==> config.mk <==
export PLATFORM = sky130hd
export DESIGN_NAME = rsa_pubkey_gen
export DESIGN_NICKNAME = d
export VERILOG_FILES = /design/src/rtl/rsa_pubkey_gen.sv
export SDC_FILE = /design/constraint.sdc
export NUM_CORES = 2
export LEC_CHECK = 0
export CORE_MARGIN = 2
export CORE_UTILIZATION = 60
export CTS_BUF_LIST = sky130_fd_sc_hd__clkbuf_4 sky130_fd_sc_hd__clkbuf_8
export DETAILED_ROUTE_END_ITERATION = 8
export HOLD_SLACK_MARGIN = 0.02
export PLACE_DENSITY = 0.89
export SYNTH_ARGS = -nofsm -noshare
export SYNTH_HDL_FRONTEND = slang
export SYNTH_SLANG_ARGS = --single-unit
==> constraint.sdc <==
create_clock -name clk -period 107.4 [get_ports clk]
set_input_delay 26.85 -clock clk [delete_from_list [all_inputs] [get_ports clk]]
set_output_delay 26.85 -clock clk [all_outputs]
set_load 0.005 [all_outputs]
==> src/rtl/rsa_pubkey_gen.sv <==
// RSA public-key producer: n = p*q, totient = (p-1)(q-1), smallest odd e coprime to totient.
// Optional RSA_PUBKEY_F4_EN: when totient > 65537, try e = 65537 before the normal search.
module rsa_pubkey_gen #(
    parameter int unsigned WIDTH   = 24,
    parameter int unsigned PRIME_W = 12,
    parameter int unsigned E_START = 3
) (
    input  logic               clk,
    input  logic               rst,
    input  logic               start,
    input  logic [PRIME_W-1:0] p,
    input  logic [PRIME_W-1:0] q,
    output logic [WIDTH-1:0]   n,
    output logic [WIDTH-1:0]   totient,
    output logic [WIDTH-1:0]   e,
    output logic               busy,
    output logic               done,
    output logic               error
);
    // Candidate carries one extra bit so the +2 step can never wrap.
    localparam int unsigned CW   = WIDTH + 1;
    localparam int unsigned F4_E = 65537;

    typedef enum logic [2:0] {
        S_IDLE, S_CALC, S_SEED, S_GCD, S_CHECK, S_DONE, S_ERROR
    } state_t;

    state_t             state_q, state_d;
    logic [PRIME_W-1:0] p_q, p_d, q_q, q_d;
    logic [WIDTH-1:0]   n_q, n_d, tot_q, tot_d, e_q, e_d;
    logic [WIDTH-1:0]   a_q, a_d, b_q, b_d;
    logic [CW-1:0]      cand_q, cand_d;
    logic               busy_q, busy_d, done_q, done_d, error_q, error_d;
`ifdef RSA_PUBKEY_F4_EN
    logic               f4_q, f4_d;
`endif

    logic [WIDTH-1:0] n_calc_c, tot_calc_c;
    logic [CW-1:0]    cand_nxt_c;

    assign n_calc_c   = WIDTH'(p_q) * WIDTH'(q_q);
    assign tot_calc_c = WIDTH'(p_q - PRIME_W'(1)) * WIDTH'(q_q - PRIME_W'(1));
    assign cand_nxt_c = cand_q + CW'(2);

    always_comb begin
        state_d = state_q;
        p_d     = p_q;
        q_d     = q_q;
        n_d     = n_q;
        tot_d   = tot_q;
        e_d     = e_q;
        a_d     = a_q;
        b_d     = b_q;
        cand_d  = cand_q;
        busy_d  = busy_q;
        done_d  = done_q;
        error_d = error_q;
`ifdef RSA_PUBKEY_F4_EN
        f4_d    = f4_q;
`endif
        case (state_q)
            S_IDLE, S_DONE, S_ERROR: begin
                if (start) begin
                    p_d     = p;
                    q_d     = q;
                    e_d     = '0;
                    busy_d  = 1'b1;
                    done_d  = 1'b0;
                    error_d = 1'b0;
                    state_d = S_CALC;
                end
            end
            S_CALC: begin
                if (p_q < PRIME_W'(2) || q_q < PRIME_W'(2)) begin
                    n_d     = '0;
                    tot_d   = '0;
                    busy_d  = 1'b0;
                    error_d = 1'b1;
                    state_d = S_ERROR;
                end else begin
                    n_d   = n_calc_c;
                    tot_d = tot_calc_c;
                    if (tot_calc_c <= WIDTH'(E_START)) begin
                        busy_d  = 1'b0;
                        error_d = 1'b1;
                        state_d = S_ERROR;
                    end else begin
                        cand_d  = CW'(E_START);
`ifdef RSA_PUBKEY_F4_EN
                        f4_d    = 1'b0;
                        if (tot_calc_c > WIDTH'(F4_E)) begin
                            cand_d = CW'(F4_E);
                            f4_d   = 1'b1;
                        end
`endif
                        state_d = S_SEED;
                    end
                end
            end
            S_SEED: begin
                a_d     = tot_q;
                b_d     = cand_q[WIDTH-1:0];
                state_d = S_GCD;
            end
            S_GCD: begin
                if (b_q != '0) begin
                    a_d = b_q;
                    b_d = a_q % b_q;
                end else begin
                    state_d = S_CHECK;
                end
            end
            S_CHECK: begin
                if (a_q == WIDTH'(1)) begin
                    e_d     = cand_q[WIDTH-1:0];
                    busy_d  = 1'b0;
                    done_d  = 1'b1;
                    state_d = S_DONE;
                end else begin
`ifdef RSA_PUBKEY_F4_EN
                    // 65537 shared a factor with the totient: restart the ordinary search.
                    if (f4_q) begin
                        f4_d    = 1'b0;
                        cand_d  = CW'(E_START);
                        state_d = S_SEED;
                    end else
`endif
                    begin
                        cand_d = cand_nxt_c;
                        if (cand_nxt_c >= CW'(tot_q)) begin
                            e_d     = '0;
                            busy_d  = 1'b0;
                            error_d = 1'b1;
                            state_d = S_ERROR;
                        end else begin
                            state_d = S_SEED;
                        end
                    end
                end
            end
            default: state_d = S_IDLE;
        endcase
    end

    always_ff @(posedge clk) begin
        if (rst) begin
            state_q <= S_IDLE;
            p_q     <= '0;
            q_q     <= '0;
            n_q     <= '0;
            tot_q   <= '0;
            e_q     <= '0;
            a_q     <= '0;
            b_q     <= '0;
            cand_q  <= '0;
            busy_q  <= 1'b0;
            done_q  <= 1'b0;
            error_q <= 1'b0;
`ifdef RSA_PUBKEY_F4_EN
            f4_q    <= 1'b0;
`endif
        end else begin
            state_q <= state_d;
            p_q     <= p_d;
            q_q     <= q_d;
            n_q     <= n_d;
            tot_q   <= tot_d;
            e_q     <= e_d;
            a_q     <= a_d;
            b_q     <= b_d;
            cand_q  <= cand_d;
            busy_q  <= busy_d;
            done_q  <= done_d;
            error_q <= error_d;
`ifdef RSA_PUBKEY_F4_EN
            f4_q    <= f4_d;
`endif
        end
    end

    assign n       = n_q;
    assign totient = tot_q;
    assign e       = e_q;
    assign busy    = busy_q;
    assign done    = done_q;
    assign error   = error_q;

endmodule

**Word level (Yosys, flattened, before mapping)**

Cells that the tools add are included.

- $add $sub $neg: 3
- Multipliers: 2
- Divide/modulo/power cells: 1
- Order comparisons: 4
- Equality and inequality tests: 17
- Mux-type cells: 35
- Reduce and logical (&&, ||, !) cells: 16

Operators with widths:

| cell | count |
|---|---|
| 24-bit 2-to-1 mux | 7 |
| 24-bit one-hot mux with 2 select lines | 3 |
| 25-bit 2-to-1 mux | 3 |
| 25-bit one-hot mux with 2 select lines | 1 |
| 12-bit by 1-bit subtractor with 13-bit output, second input constant | 2 |
| 25-bit by 2-bit adder with 25-bit output, second input constant | 1 |
| 25-bit by 24-bit >= comparator with 1-bit output | 1 |
| 24-bit by 1-bit == test with 1-bit output, second input constant | 1 |
| 24-bit by 2-bit less-or-equal comparator with 1-bit output, second input constant | 1 |
| 12-bit by 2-bit less-than comparator with 1-bit output, second input constant | 2 |
| 24-bit by 24-bit remainder unit with 24-bit output | 1 |
| 12-bit by 12-bit multiplier with 24-bit output | 1 |
| 13-bit by 13-bit multiplier with 24-bit output | 1 |
| 24-bit nonzero test | 1 |
| 3-bit 2-to-1 mux | 6 |
| 2-bit inequality test, second input constant | 8 |
| 3-bit one-hot mux with 5 select lines | 1 |
| 1-bit 2-to-1 mux | 11 |
| 3-bit == test, second input constant | 3 |
| 4-bit AND reduction | 2 |
| 3-bit by 2-bit == test with 1-bit output, second input constant | 2 |
| 3-bit inequality test, second input constant | 2 |
| 1-bit one-hot mux with 3 select lines | 2 |
| 2-bit AND reduction | 3 |
| 9 further kinds | 12 |

- Register bits after elaboration: 175
- Bits of input ports: 27
- Output and inout port bits: 75

**Logic depth before layout (Yosys ltp)**

- Depth in word-level cells: 6
- Gate-level depth with buffers: 236

**Worst setup path before layout**

OpenSTA, ideal clock, no wires.

- Path type: reg2reg
- From: register b_q[23]
- To: register b_q[22]
- Setup time: 0.086 ns
- Arrival time: 47.066 ns
- Slack: 60.249 ns
- Cell stages (with the launch flop): 211
- Buffers on the path: 22
- Cell sequence: dfxtp_1 nor3_4 and4_1 clkbuf_1 nand2_1 nor2_1 a21oi_1 a21oi_1 ha_1 o21a_1 o21ai_0 nor3b_1 nor2_1 o21ai_0 ha_1 or2_2 o221ai_1 or4_1 [... 175 more ...] o21a_1 buf_2 clkbuf_1 nor2_1 a21oi_1 ha_1 a21o_1 a21o_1 a221oi_1 o21bai_1 or4_1 a41oi_1 o21ai_0 a211o_1 o21ai_0 xnor2_1 o221ai_1 a211oi_1

- Cells in the longest elaborated chain, start to end: 3

RTL lines:

| item | RTL line | source |
|---|---|---|
| start, declared | 31 | `logic [WIDTH-1:0] a_q, a_d, b_q, b_d;` |
| start signal, assigned | 154 | `b_q <= '0;` |
| start signal, assigned | 170 | `b_q <= b_d;` |
| 24-bit by 24-bit remainder unit with 24-bit output or 24-bit nonzero test (tied branches) | 108, 106 |  |
| 24-bit 2-to-1 mux or 2-bit inequality test (tied branches) | - |  |
| 24-bit one-hot mux with 2 select lines or 2-bit AND reduction (tied branches) | - |  |

Several ways; a longest one is shown, not always the timed one. The select of a mux whose other input is x is not followed.
A chain may end at the register's enable or synchronous reset.

**Worst setup path after layout**

Ends and elaborated chain as after synthesis.

==> results.toml <==
[sta]
setup_viol = 0
relSlewSlack_pct = 16.7
worst_pin_slew_ps = 1250
fmax_mhz = 17.4
post-route-min-period_ps = 57450
report.final.hold_viol_count = 0
tns_ps = 0
maxSlewViolCount = 0
finClkSkew_ps = 24.8
rsz0062_at_grt = "no"
period_share_pct = 53.5

[finish]
layout-drive-gt1-share_pct = 4.31
final_common_cell = "nand2_1"
nNetsFinal = 5481
design_area_um2 = 37800
final_cell_mix = "nand2_1 (639), ha_1 (453), inv_1 (419)"
area_growth_pct = 5.82

[setup_path]
crit_fanout = 38
r2r_setup_slack_ps = 49950
crit_type = "reg -> reg"
cp.arrival_ps = 57910
r2r_end = "b_q[22]$_SDFFE_PP0P_"
slowest_delay_ps = 990
worst_ep_required_time_ps = 107860
r2r-start = "b_q[23]$_SDFFE_PP0P_"
reg2reg_depth = 203
worst-path-buf-inv = 11
crit_path_end_kind = "register"
start_kind = "register"
crit_top_cell = "ha_1"
crit_cells = 203
crit_family = "compound AO/OA/AOI/OAI gates"
crit_slowest_cell = "a2111oi_0"

[clock_tree]
numCtsBuffers = 17
clkSlewWorstSetupHoldPaths_ps = 120
clockBufferDepth = 2
cts_setup_buffers = 0
cts_tree = "built"
cts_hold_buf = 0
insertion_delay_ps = 540
clkSinkCount = 175
cts-root-buf = "clkbuf_8"
cts_resized = 0
htreeDepth = 4

[yosys]
yosys_register_bits = 175
dominantRegCellSynth = "dfxtp_1"
netlist_area_um2 = 35700
synth-edff-count = 0
synthCells = 4783
syn_avg_cell_area_um2 = 7.46
ys.warnings.count = 0
synth_cell_types = 96
async_flop_share_pct = 0
yosysSeqAreaShare_pct = 9.82
synth_fp_nets = 5516

[global_routing]
grt_first_pass_wirelength_um = 183000
grt_max_degree = 74
globalRouteTotalUtil_pct = 37.3
grt_antenna_before_repair = 3
grt_overflow_total = 0
grt_pass1_vias = 34300

[worst_hold_path]
hold_depth = 2
whs_endpoint = "n[3]$_SDFFE_PP0P_"
min_from = "n[3]$_SDFFE_PP0P_"
min_path_type = "reg -> reg"

[placement]
dpl-instance-area_um2 = 37300
globalplace.congestion = 1.05
io_buffers = 101
place_hpwl_um = 89400

[die]
fp.dieH_um = 248
core_area_um2 = 58900
num_io_pins = 102
dieArea_um2 = 61500
fp-row-count = 89
die_w_um = 248
initial_core_util_pct = 60.6

[flow_run]
maxCapViolations = 0

[outcome]
status = "finished clean"

[detailed_routing]
drt_iter0_drc = 4524
via_count = 36700
routedWlPerCell_um = 20.9
wirelength_um = 116000
viasPerCell = 6.62
antenna_left = 0
drt-pass1-iter-count = 9
remaining_drc_errors = 0
==> routing by layer <==
layer  GRT usage (%)  routed length (um)  vias up
met1            50.4               45200    17200
met2            57.6               50000     2315
li1                -                   -    16700
met5               0                   7        -
met3            7.06               14600      465
met4            17.2                6030        2
==> registers in the layout, summed over array words and instances, names as in the netlist <==
register  count
a_q          24
b_q          24
busy          1
cand_q       25
done          1
e            24
error         1
n            24
p_q          12
q_q          12
state_q       3
totient      24
==> through the flow <==
stage                     util, %  setup WS, ps  cells  hold slack, ps
final                        64.1         49950   5535             463
after CTS                    64.1         51710   5534             466
after floorplan                 -         60250   4783             448
after detailed placement     63.4         51880   5502             447
after global routing         64.1         45680   5535             485
after global placement       63.4         53460   5502             439
==> area by class of cell <==
type | instances | area (um2)
Antenna cell | 1 | 2.50
Clock buffer | 17 | 234
Clock inverter | 15 | 211
Fill cell | 4924 | 21100
Inverter | 419 | 1570
Multi-Input combinational cell | 3978 | 29800
Sequential cell | 175 | 3500
Tap cell | 773 | 967
Timing Repair Buffer | 157 | 1430
==> logic make-up (layout without fill, tap and decap cells) <==
kind of cell | count (synthesis) | after routing | share of synthesized area, %
AOI/OAI and AO/OA | 1227 | 1227 | 22.8
xor gates and xnor gates | 283 | 283 | 6.94
adders and majority gates | 706 | 706 | 30.1
buffers and inverters | 630 | 608 | 6.65
DFF | 175 | 175 | 9.82
muxes | 44 | 44 | 1.36
other | 0 | 1 | 0
and+or+nand+nor | 1718 | 1718 | 22.4
==> how the worst max path moves through the flow <==
stage                          from  slack [ps]                   end
6_report       b_q[23]$_SDFFE_PP0P_       49950  b_q[22]$_SDFFE_PP0P_
5_1_grt        b_q[23]$_SDFFE_PP0P_       45680  b_q[22]$_SDFFE_PP0P_
4_1_cts        b_q[23]$_SDFFE_PP0P_       51710  b_q[22]$_SDFFE_PP0P_
3_5_place_dp   b_q[23]$_SDFFE_PP0P_       51880  b_q[22]$_SDFFE_PP0P_
3_3_place_gp   b_q[23]$_SDFFE_PP0P_       53460  b_q[22]$_SDFFE_PP0P_
2_1_floorplan  b_q[23]$_SDFFE_PP0P_       60250  b_q[22]$_SDFFE_PP0P_
==> Yosys cell counts, types with 32 or more instances <==
cell type	number	area share (%)
inv_1	419	4.4
mux2_2	35	1.1
a21oi_1	364	5.1
nor2b_1	36	0.63
ha_1	453	16
dfxtp_1	175	9.8
xor2_1	114	2.8
a311oi_1	32	0.79
nor2_1	413	4.3
and2_1	76	1.3
nand2_1	639	6.7
o211ai_1	38	0.80
nand4_1	36	0.63
or3_1	55	0.96
fa_1	253	14
nand2b_1	58	1.0
clkbuf_1	196	2.1
nand3_1	122	1.7
a211oi_1	44	0.93
xnor2_1	169	4.1
a21o_1	97	2.0
o21ai_0	191	2.7
a22oi_1	51	1.1
nor3_1	123	1.7
o21a_1	85	1.8
a31oi_1	53	0.93
==> worst register-to-register path, delay by kind of cell (launching register included) <==
| kind | cells | cell delay, ps |
|---|---|---|
| buffers and inverters | 11 | 1720 |
| muxes | 2 | 710 |
| and+or+nand+nor | 54 | 14020 |
| adders and majority gates | 23 | 7380 |
| DFF | 1 | 400 |
| AOI/OAI and AO/OA | 112 | 32960 |
| xor gates and xnor gates | 1 | 150 |
Power is not shown: default switching activity piles up to over one toggle a cycle in this logic, so the estimate is an artifact.
